===== src/rtl/mac_seq.sv =====
// ---------------------------------------------------------------------------
// mac_seq : upstream sequencer for a multiply-accumulate (MAC) unit.
//   Pairs one A operand with one B operand per beat and drives the MAC's
//   Ain/Bin/En/Clr for a dot product of runtime length len. Once the MAC
//   pipeline has settled, it captures the accumulator and presents it on a
//   valid/ready result port. One dot product is in flight at a time.
//
// Ports
//   clk, rst          rising-edge clock, synchronous active-high reset
//   start, len        begin a dot product of len beats (sampled in IDLE only)
//   a_data/valid/ready  A operand stream
//   b_data/valid/ready  B operand stream (a_ready/b_ready are combinational)
//   mac_ain/bin/en/clr  registered drive to the MAC
//   mac_cout          MAC accumulator output (3*DATA_WIDTH)
//   res_data/valid/ready  captured dot product, held until accepted
//   busy              high whenever not IDLE
//
// Optional feature
//   MAC_SEQ_STALL_CNT_EN : adds output stall_cnt[15:0], a saturating count of
//   RUN cycles without a beat, cleared on an accepted start.
// ---------------------------------------------------------------------------
module mac_seq #(
   parameter int unsigned DATA_WIDTH = 8,
   parameter int unsigned LEN_W      = 8
) (
   input  logic                    clk,
   input  logic                    rst,
   input  logic                    start,
   input  logic [LEN_W-1:0]        len,
   input  logic [DATA_WIDTH-1:0]   a_data,
   input  logic                    a_valid,
   output logic                    a_ready,
   input  logic [DATA_WIDTH-1:0]   b_data,
   input  logic                    b_valid,
   output logic                    b_ready,
   output logic [DATA_WIDTH-1:0]   mac_ain,
   output logic [DATA_WIDTH-1:0]   mac_bin,
   output logic                    mac_en,
   output logic                    mac_clr,
   input  logic [3*DATA_WIDTH-1:0] mac_cout,
   output logic [3*DATA_WIDTH-1:0] res_data,
   output logic                    res_valid,
   input  logic                    res_ready,
   output logic                    busy
`ifdef MAC_SEQ_STALL_CNT_EN
   ,
   output logic [15:0]             stall_cnt
`endif
);

   localparam int unsigned ACC_W   = 3 * DATA_WIDTH;
   localparam int unsigned STALL_W = 16;

   typedef enum logic [2:0] {
      S_IDLE  = 3'd0,
      S_CLR   = 3'd1,
      S_RUN   = 3'd2,
      S_DRAIN = 3'd3,
      S_DONE  = 3'd4
   } state_t;

   state_t                r_state, w_state_nxt;
   logic [LEN_W-1:0]      r_cnt, w_cnt_nxt;
   logic [LEN_W-1:0]      r_len, w_len_nxt;
   logic                  r_dly, w_dly_nxt;
   logic [DATA_WIDTH-1:0] r_ain, w_ain_nxt;
   logic [DATA_WIDTH-1:0] r_bin, w_bin_nxt;
   logic                  r_en, w_en_nxt;
   logic                  r_clr, w_clr_nxt;
   logic [ACC_W-1:0]      r_res_data, w_res_data_nxt;
   logic                  r_res_valid, w_res_valid_nxt;
   logic                  r_busy, w_busy_nxt;

   logic                  w_run;
   logic                  w_fire;
   logic                  w_last;

   // Each stream's ready mirrors the other's valid, so neither is consumed alone.
   assign w_run   = (r_state == S_RUN);
   assign a_ready = w_run & b_valid;
   assign b_ready = w_run & a_valid;
   assign w_fire  = w_run & a_valid & b_valid;
   assign w_last  = (r_cnt == LEN_W'(r_len - LEN_W'(1)));

   // Next-state and next-output logic.
   always_comb begin
      w_state_nxt     = r_state;
      w_cnt_nxt       = r_cnt;
      w_len_nxt       = r_len;
      w_dly_nxt       = r_dly;
      w_ain_nxt       = r_ain;
      w_bin_nxt       = r_bin;
      w_en_nxt        = 1'b0;
      w_clr_nxt       = 1'b0;
      w_res_data_nxt  = r_res_data;
      w_res_valid_nxt = r_res_valid;

      case (r_state)
         S_IDLE: begin
            if (start) begin
               w_state_nxt = S_CLR;
               w_len_nxt   = len;
               w_cnt_nxt   = '0;
               w_clr_nxt   = 1'b1;
            end
         end
         S_CLR: begin
            w_dly_nxt   = 1'b0;
            w_state_nxt = (r_len == '0) ? S_DRAIN : S_RUN;
         end
         S_RUN: begin
            if (w_fire) begin
               w_ain_nxt = a_data;
               w_bin_nxt = b_data;
               w_en_nxt  = 1'b1;
               w_cnt_nxt = LEN_W'(r_cnt + LEN_W'(1));
               if (w_last) begin
                  w_state_nxt = S_DRAIN;
                  w_dly_nxt   = 1'b0;
               end
            end
         end
         S_DRAIN: begin
            // First cycle: last operands in the MAC input stage; second: Cout settled.
            w_dly_nxt = 1'b1;
            if (r_dly) begin
               w_res_data_nxt  = mac_cout;
               w_res_valid_nxt = 1'b1;
               w_state_nxt     = S_DONE;
            end
         end
         S_DONE: begin
            if (res_ready) begin
               w_res_valid_nxt = 1'b0;
               w_state_nxt     = S_IDLE;
            end
         end
         default: begin
            w_state_nxt = S_IDLE;
         end
      endcase

      w_busy_nxt = (w_state_nxt != S_IDLE);
   end

   // State and registered outputs.
   always_ff @(posedge clk) begin
      if (rst) begin
         r_state     <= S_IDLE;
         r_cnt       <= '0;
         r_len       <= '0;
         r_dly       <= 1'b0;
         r_ain       <= '0;
         r_bin       <= '0;
         r_en        <= 1'b0;
         r_clr       <= 1'b0;
         r_res_data  <= '0;
         r_res_valid <= 1'b0;
         r_busy      <= 1'b0;
      end else begin
         r_state     <= w_state_nxt;
         r_cnt       <= w_cnt_nxt;
         r_len       <= w_len_nxt;
         r_dly       <= w_dly_nxt;
         r_ain       <= w_ain_nxt;
         r_bin       <= w_bin_nxt;
         r_en        <= w_en_nxt;
         r_clr       <= w_clr_nxt;
         r_res_data  <= w_res_data_nxt;
         r_res_valid <= w_res_valid_nxt;
         r_busy      <= w_busy_nxt;
      end
   end

   assign mac_ain   = r_ain;
   assign mac_bin   = r_bin;
   assign mac_en    = r_en;
   assign mac_clr   = r_clr;
   assign res_data  = r_res_data;
   assign res_valid = r_res_valid;
   assign busy      = r_busy;

`ifdef MAC_SEQ_STALL_CNT_EN
   logic [STALL_W-1:0] r_stall_cnt, w_stall_cnt_nxt;

   // Saturating count of RUN cycles without a beat.
   always_comb begin
      w_stall_cnt_nxt = r_stall_cnt;
      if ((r_state == S_IDLE) && start) begin
         w_stall_cnt_nxt = '0;
      end else if (w_run && !w_fire && (r_stall_cnt != {STALL_W{1'b1}})) begin
         w_stall_cnt_nxt = STALL_W'(r_stall_cnt + STALL_W'(1));
      end
   end

   always_ff @(posedge clk) begin
      if (rst) begin
         r_stall_cnt <= '0;
      end else begin
         r_stall_cnt <= w_stall_cnt_nxt;
      end
   end

   assign stall_cnt = r_stall_cnt;
`endif

endmodule


===== config.mk =====
export PLATFORM = sky130hd
export DESIGN_NAME = mac_seq
export DESIGN_NICKNAME = d
export VERILOG_FILES = /design/src/rtl/mac_seq.sv
export SDC_FILE = /design/constraint.sdc
export NUM_CORES = 1
export LEC_CHECK = 0
export ABC_AREA = 1
export BUFFER_PORTS_ARGS = -buffer_cell sky130_fd_sc_hd__buf_2
export CAP_MARGIN = 20
export CELL_PAD_IN_SITES_DETAIL_PLACEMENT = 1
export CELL_PAD_IN_SITES_GLOBAL_PLACEMENT = 1
export CORE_ASPECT_RATIO = 0.9
export CORE_UTILIZATION = 34
export CTS_CLUSTER_SIZE = 20
export DETAILED_ROUTE_END_ITERATION = 8
export HOLD_SLACK_MARGIN = 0.08
export PLACE_DENSITY_LB_ADDON = 0.1
export SYNTH_ARGS = -nofsm -noshare
export SYNTH_HDL_FRONTEND = slang
export SYNTH_SLANG_ARGS = --single-unit

===== constraint.sdc =====
create_clock -name clk -period 2.25 [get_ports clk]
set_clock_uncertainty 0.2 [all_clocks]
set_input_delay 0.3375 -clock clk [delete_from_list [all_inputs] [get_ports clk]]
set_output_delay 0.3375 -clock clk [all_outputs]
set_load 0.01 [all_outputs]

==> metrics.yaml, run 1 <==
status: "completed"
critical_path_depth: 11
timing.max_cap.violations: 0
synth_commonest_cells: "nand2_1 (83), nor2_1 (68), dfxtp_1 (64)"
synth.top_cells.by_area: "dfxtp_1 (48%), nand2_1 (12%), nor2_1 (9.5%), o21ai_0 (6.7%), a21oi_1 (5.8%)"
cts_made_buffers: 9
yosysMostFrequentCell: "nand2_1"
core-area_um2: 7580
ys.flop_type: "dfxtp_1"
crit_arrival_ns: 2.00
vias: 2910
ff_latch_area_um2: 1280
viasPerCell: 4.71
grt_antenna_before_repair: 0
die_w_um: 95.6
synth_cells: 372
multi_input_area_um2: 1210
area_growth_pct: 46.2
hp-class: "in -> reg"
min_path_cells: 3
portBuffers: 99
p_leak_uw: 0.00188
synth-edff-count: 0
path_class: "reg -> reg"
cp_cell_sequence: "nand2_2 > nor2_4 > nand3_4 > nand2_4 > nand2_1 > nor2_2 > nand2_2 > nor2_4 > nand2_1 > nor2_2 > nor3_2"
yosysTopAreaCellShare_pct: 47.8
synthArstFlopShare_pct: 0
critical-path-max-stage-delay_ns: 0.39
n_fill_cell: 985
grt_pass1_vias: 2993
cts.sinks: 64
place_congestion: 0.725
postRouteWirelength_mm: 8.10
final_max_slew_viol_count: 0
critPathSlowestCell: "dfxtp_1"
yosysTopAreaCell: "dfxtp_1"
drtIter0Drc: 99
syn_avg_cell_area_um2: 7.20
synth_nets: 428
fmax_mhz: 505
ir_drop_mv: 0.319
clock_latency_ns: 0.33
synth_seq_cells: 64
timing.critical_path.buf_inv: 0
grt_max_degree: 27
drive_gt1_share_pct: 26.2
drc: 0
cp.required_ns: 2.27
utilization_pct: 51.7
met2_length_mm: 3.96
r2r_cells: 11
htree_levels: 3
hold_viol: 0
dp_hpwl_mm: 5.35
grt_usage_pct: 20.9
yosysWarningCount: 0
cp-start-kind: "flop"
met1_length_mm: 3.57
rsz0062_at_grt: "no"
cp_max_fo: 21
final_nets: 573
cts_root_buf: "clkbuf_8"
finalCritPeriodShare_pct: 88.1
ios: 100
powerDensity_nw_per_um2: 651
num_rows: 30
worst_slew_pin_slew_ns: 0.510
postRouteAntennaNets: 0
clockBufferDepth: 2
wl_per_cell_um: 13.1
die_h_um: 86.2
min_period_ns: 1.98
synth_seq_area_share_pct: 47.8
setup_viol: 0
end_kind: "flop"
synth_cell_types: 29
grt_pass1_wl_mm: 13.3
path_clk_slew_ns: 0.07
firstDrtPassIters: 4
syn-cell-area_um2: 2680
tritoncts: "built"
highest_layer: "met4"
antennaDiodeCount: 0
relSlewSlack_pct: 66.0
wl_met3_um: 483
grt.overflow.total: 0
path_delay_family: "simple AND/OR/NAND/NOR gates"
initial_core_util_pct: 35.3
dieArea_um2: 8240
tns_ns: 0
-- where the power goes --
group          leakage, uW  total, uW  switching, uW  internal [uW]
Combinational      0.00126        385            210            176
Sequential        0.000519       1200           29.5           1170
Clock            0.0000979        969            446            522
-- per-stage QoR --
step	total power, uW	setup WS (ns)	hold WS, ns	cell area (um2)	cells
after floorplan	1420	0.536	0.207	2680	372
after global placement	1540	0.335	0.250	3270	558
after detailed placement	1550	0.253	0.256	3270	558
after CTS	2600	0.240	0.0838	3920	618
after global routing	2690	0.0399	0.112	3920	618
final	2550	0.269	0.0985	3920	618
-- worst min-delay path: stages --
cell and delay (ns):
buf_2 0.07, o21ai_0 0.07, a21oi_1 0.11
-- kinds of logic (layout without fill, tap and decap cells) --
family | Yosys count | in the layout | synth area share [%]
AO/OA/AOI/OAI | 71 | 71 | 13.6
XOR/XNOR | 3 | 3 | 0.981
adder cells (fa/ha/maj) | 2 | 2 | 0.934
buffers and inverters | 49 | 199 | 7.10
flip-flops | 64 | 64 | 47.8
AND/OR/NAND/NOR | 183 | 183 | 29.6
-- sequential cells by signal (all words and copies together) (netlist names) --
name and count:
r_cnt 8, mac_bin 8, mac_clr 1, r_len 8, mac_ain 8, r_dly 1
res_valid 1, mac_en 1, busy 1, r_state 3, res_data 24
-- metal layers --
metal  up-vias  GRT usage (%)
met4         0           6.92
met2        70           36.4
li1       1465              -
met1      1366           23.7
met3         9           7.11
met5         -              0
-- worst paths after layout --
check	startpoint	end	slack, ns
min	len[2]	r_len[2]	0.1
max reg2reg	r_state[1]	r_cnt[7]	0.27
max	r_state[1]	r_cnt[7]	0.27
min reg2reg	mac_ain[1]	mac_ain[1]	0.27
-- area by class of cell --
class | count | area share (%)
Inverter | 35 | 3.35
Clock inverter | 3 | 0.607
Clock buffer | 13 | 4.57
Timing Repair Buffer | 148 | 24.8
Sequential cell | 64 | 32.7
Multi-Input combinational cell | 259 | 30.9
Tap cell | 96 | 3.07
-- layout by cell type, fill, tap and decap left out, drive strengths merged, types with 2 or more instances in the layout --
cell type / count
a21oi: 32
buf: 104
clkbuf: 13
clkinvlp: 2
dfxtp: 64
dlygate4sd3: 44
ha: 2
inv: 35
nand2: 88
nand3: 10
nor2: 74
nor3: 7
nor3b: 2
o21ai: 36
xnor2: 2
-- what timing repair did --
item,4_1_cts,5_1_grt
hold endpoints to repair,44,0
resized for setup,0,0
setup buffers,0,0
hold buffers,44,0
(Power assumes the default switching activity.)
==> run 2: changes to the inputs <==
--- a/config.mk
+++ b/config.mk
@@ -8,10 +8,10 @@
 export ABC_AREA = 1
 export BUFFER_PORTS_ARGS = -buffer_cell sky130_fd_sc_hd__buf_2
 export CAP_MARGIN = 20
-export CELL_PAD_IN_SITES_DETAIL_PLACEMENT = 1
-export CELL_PAD_IN_SITES_GLOBAL_PLACEMENT = 1
+export CELL_PAD_IN_SITES_DETAIL_PLACEMENT = 2
+export CELL_PAD_IN_SITES_GLOBAL_PLACEMENT = 2
 export CORE_ASPECT_RATIO = 0.9
-export CORE_UTILIZATION = 34
+export CORE_UTILIZATION = 26
 export CTS_CLUSTER_SIZE = 20
 export DETAILED_ROUTE_END_ITERATION = 8
 export HOLD_SLACK_MARGIN = 0.08
==> metrics.yaml, run 2 (synthesis results as in run 1) <==
wl_per_cell_um: 14.7
final_max_slew_viol_count: 0
dp_cells: 589
cts.sinks: 64
grt_pass1_wl_mm: 15.7
grt_max_degree: 31
tns_ns: 0
path_class: "reg -> reg"
final_cell_mix: "buf_2 (99), nand2_1 (83), nor2_1 (68)"
cp.required_ns: 2.31
grt_antenna_before_repair: 0
place_area_um2: 3320
post_cts_resized: 0
comb_power_share_pct: 13.4
setup_viol: 0
relSlewSlack_pct: 66.8
path_clk_slew_ns: 0.06
power.switching_uw: 783
groute.layer.met2.usage_pct: 32.3
cts_root_buf: "clkbuf_16"
fmax_mhz: 519
hp-class: "in -> reg"
antennaDiodeCount: 0
postRouteWirelength_mm: 9.47
busiest_layer: "met2"
firstDrtPassIters: 4
final_common_cell: "buf_2"
dp_hpwl_mm: 6.48
area_growth_pct: 48.7
total_power_uw: 2930
dieArea_um2: 10700
place_congestion: 0.751
grtUsageMet1_pct: 22.5
post_cts_buffers: 0
end_kind: "flop"
final_cells: 643
portBuffers: 99
hold_viol: 0
ir_drop_mv: 0.375
holdWs_ns: 0.0844
min_period_ns: 1.93
cts_made_buffers: 9
initial_core_util_pct: 27.3
largest_reg_flops: 24
num_rows: 34
finalInstanceArea_um2: 3990
cp_max_fo: 18
postRouteAntennaNets: 0
grt.overflow.total: 0
drc: 0
clock_latency_ns: 0.33
grt_pass1_vias: 3219
cts_hold_buf: 38
rsz0062_at_grt: "no"
p_clk_share_pct: 45.6
vias: 2923
use_met3_pct: 6.21
htree_levels: 3
p_sw_share_pct: 26.7
finalCritPeriodShare_pct: 85.7
clockBufferDepth: 2
final_nets: 568
worst_slew_pin_slew_ns: 0.498
drtIter0Drc: 58
tritoncts: "built"
seqPwrFrac_pct: 41.0
ios: 100
viasPerCell: 4.55
status: "completed"
die_h_um: 98.3
p_int_uw: 2150
cp-start-kind: "flop"
die_w_um: 109
core-area_um2: 9830
drive_gt1_share_pct: 26.5
timing.max_cap.violations: 0
grt_usage_pct: 19.2
powerDensity_nw_per_um2: 735
crit_arrival_ns: 1.99
p_leak_uw: 0.00189
## run 2: cell types whose count changed in the layout (fill, tap and decap cells not counted)
cell | before | now
clkinv_2 | 0 | 1
clkbuf_1 | 0 | 1
buf_4 | 5 | 6
clkbuf_8 | 13 | 2
clkbuf_16 | 0 | 9
dlygate4sd3_1 | 44 | 38
## run 2: power by group through the flow
| stage | clock (uW) | combinational, uW | sequential, uW |
|---|---|---|---|
| global route | 1440 | 443 | 1210 |
| detailed placement | 0 | 341 | 1230 |
| floorplan | 0 | 201 | 1220 |
| global placement | 0 | 329 | 1220 |
| finish | 1340 | 392 | 1200 |
| CTS | 1380 | 397 | 1200 |
## run 2: final cells by class
cell class	instances	area, um2
flip-flops and latches	64	1280
clock buffers	12	256
inverters	35	131
repair buffers	143	921
fillers	1149	5840
clock inverters	4	28.8
well taps	126	158
multi-input cells	259	1210
## run 2: path summary, 6_finish.rpt
check	from	to	slack, ns	depth (start not counted)
worst max register to register	r_state[1]	mac_bin[1]	0.32	7
worst min-delay path	b_data[1]	mac_bin[1]	0.08	3
worst max-delay path	r_state[1]	mac_bin[1]	0.32	7
worst min register to register	mac_bin[4]	mac_bin[4]	0.26	2
## run 2: routing by layer
metal / share of wire, % / vias to the layer above
li1: - / 1452
met1: 44 / 1387
met2: 48 / 69
met3: 5.6 / 15
met4: 1.8 / 0
met5: 0 / -
## run 2: stage by stage
stage,utilization [%],worst slack [ns]
finish,40.6,0.322
global route,40.6,0.0943
CTS,40.6,0.250
detailed placement,33.8,0.286
global placement,33.8,0.376
floorplan,-,0.536
## run 2: worst max-delay path, stage by stage (launching register included)
cell	delay (ns)
dfxtp_1	0.40
nand2_2	0.12
nor2_4	0.14
nand3_4	0.11
buf_4	0.22
inv_1	0.39
nand2_1	0.13
a21oi_1	0.15
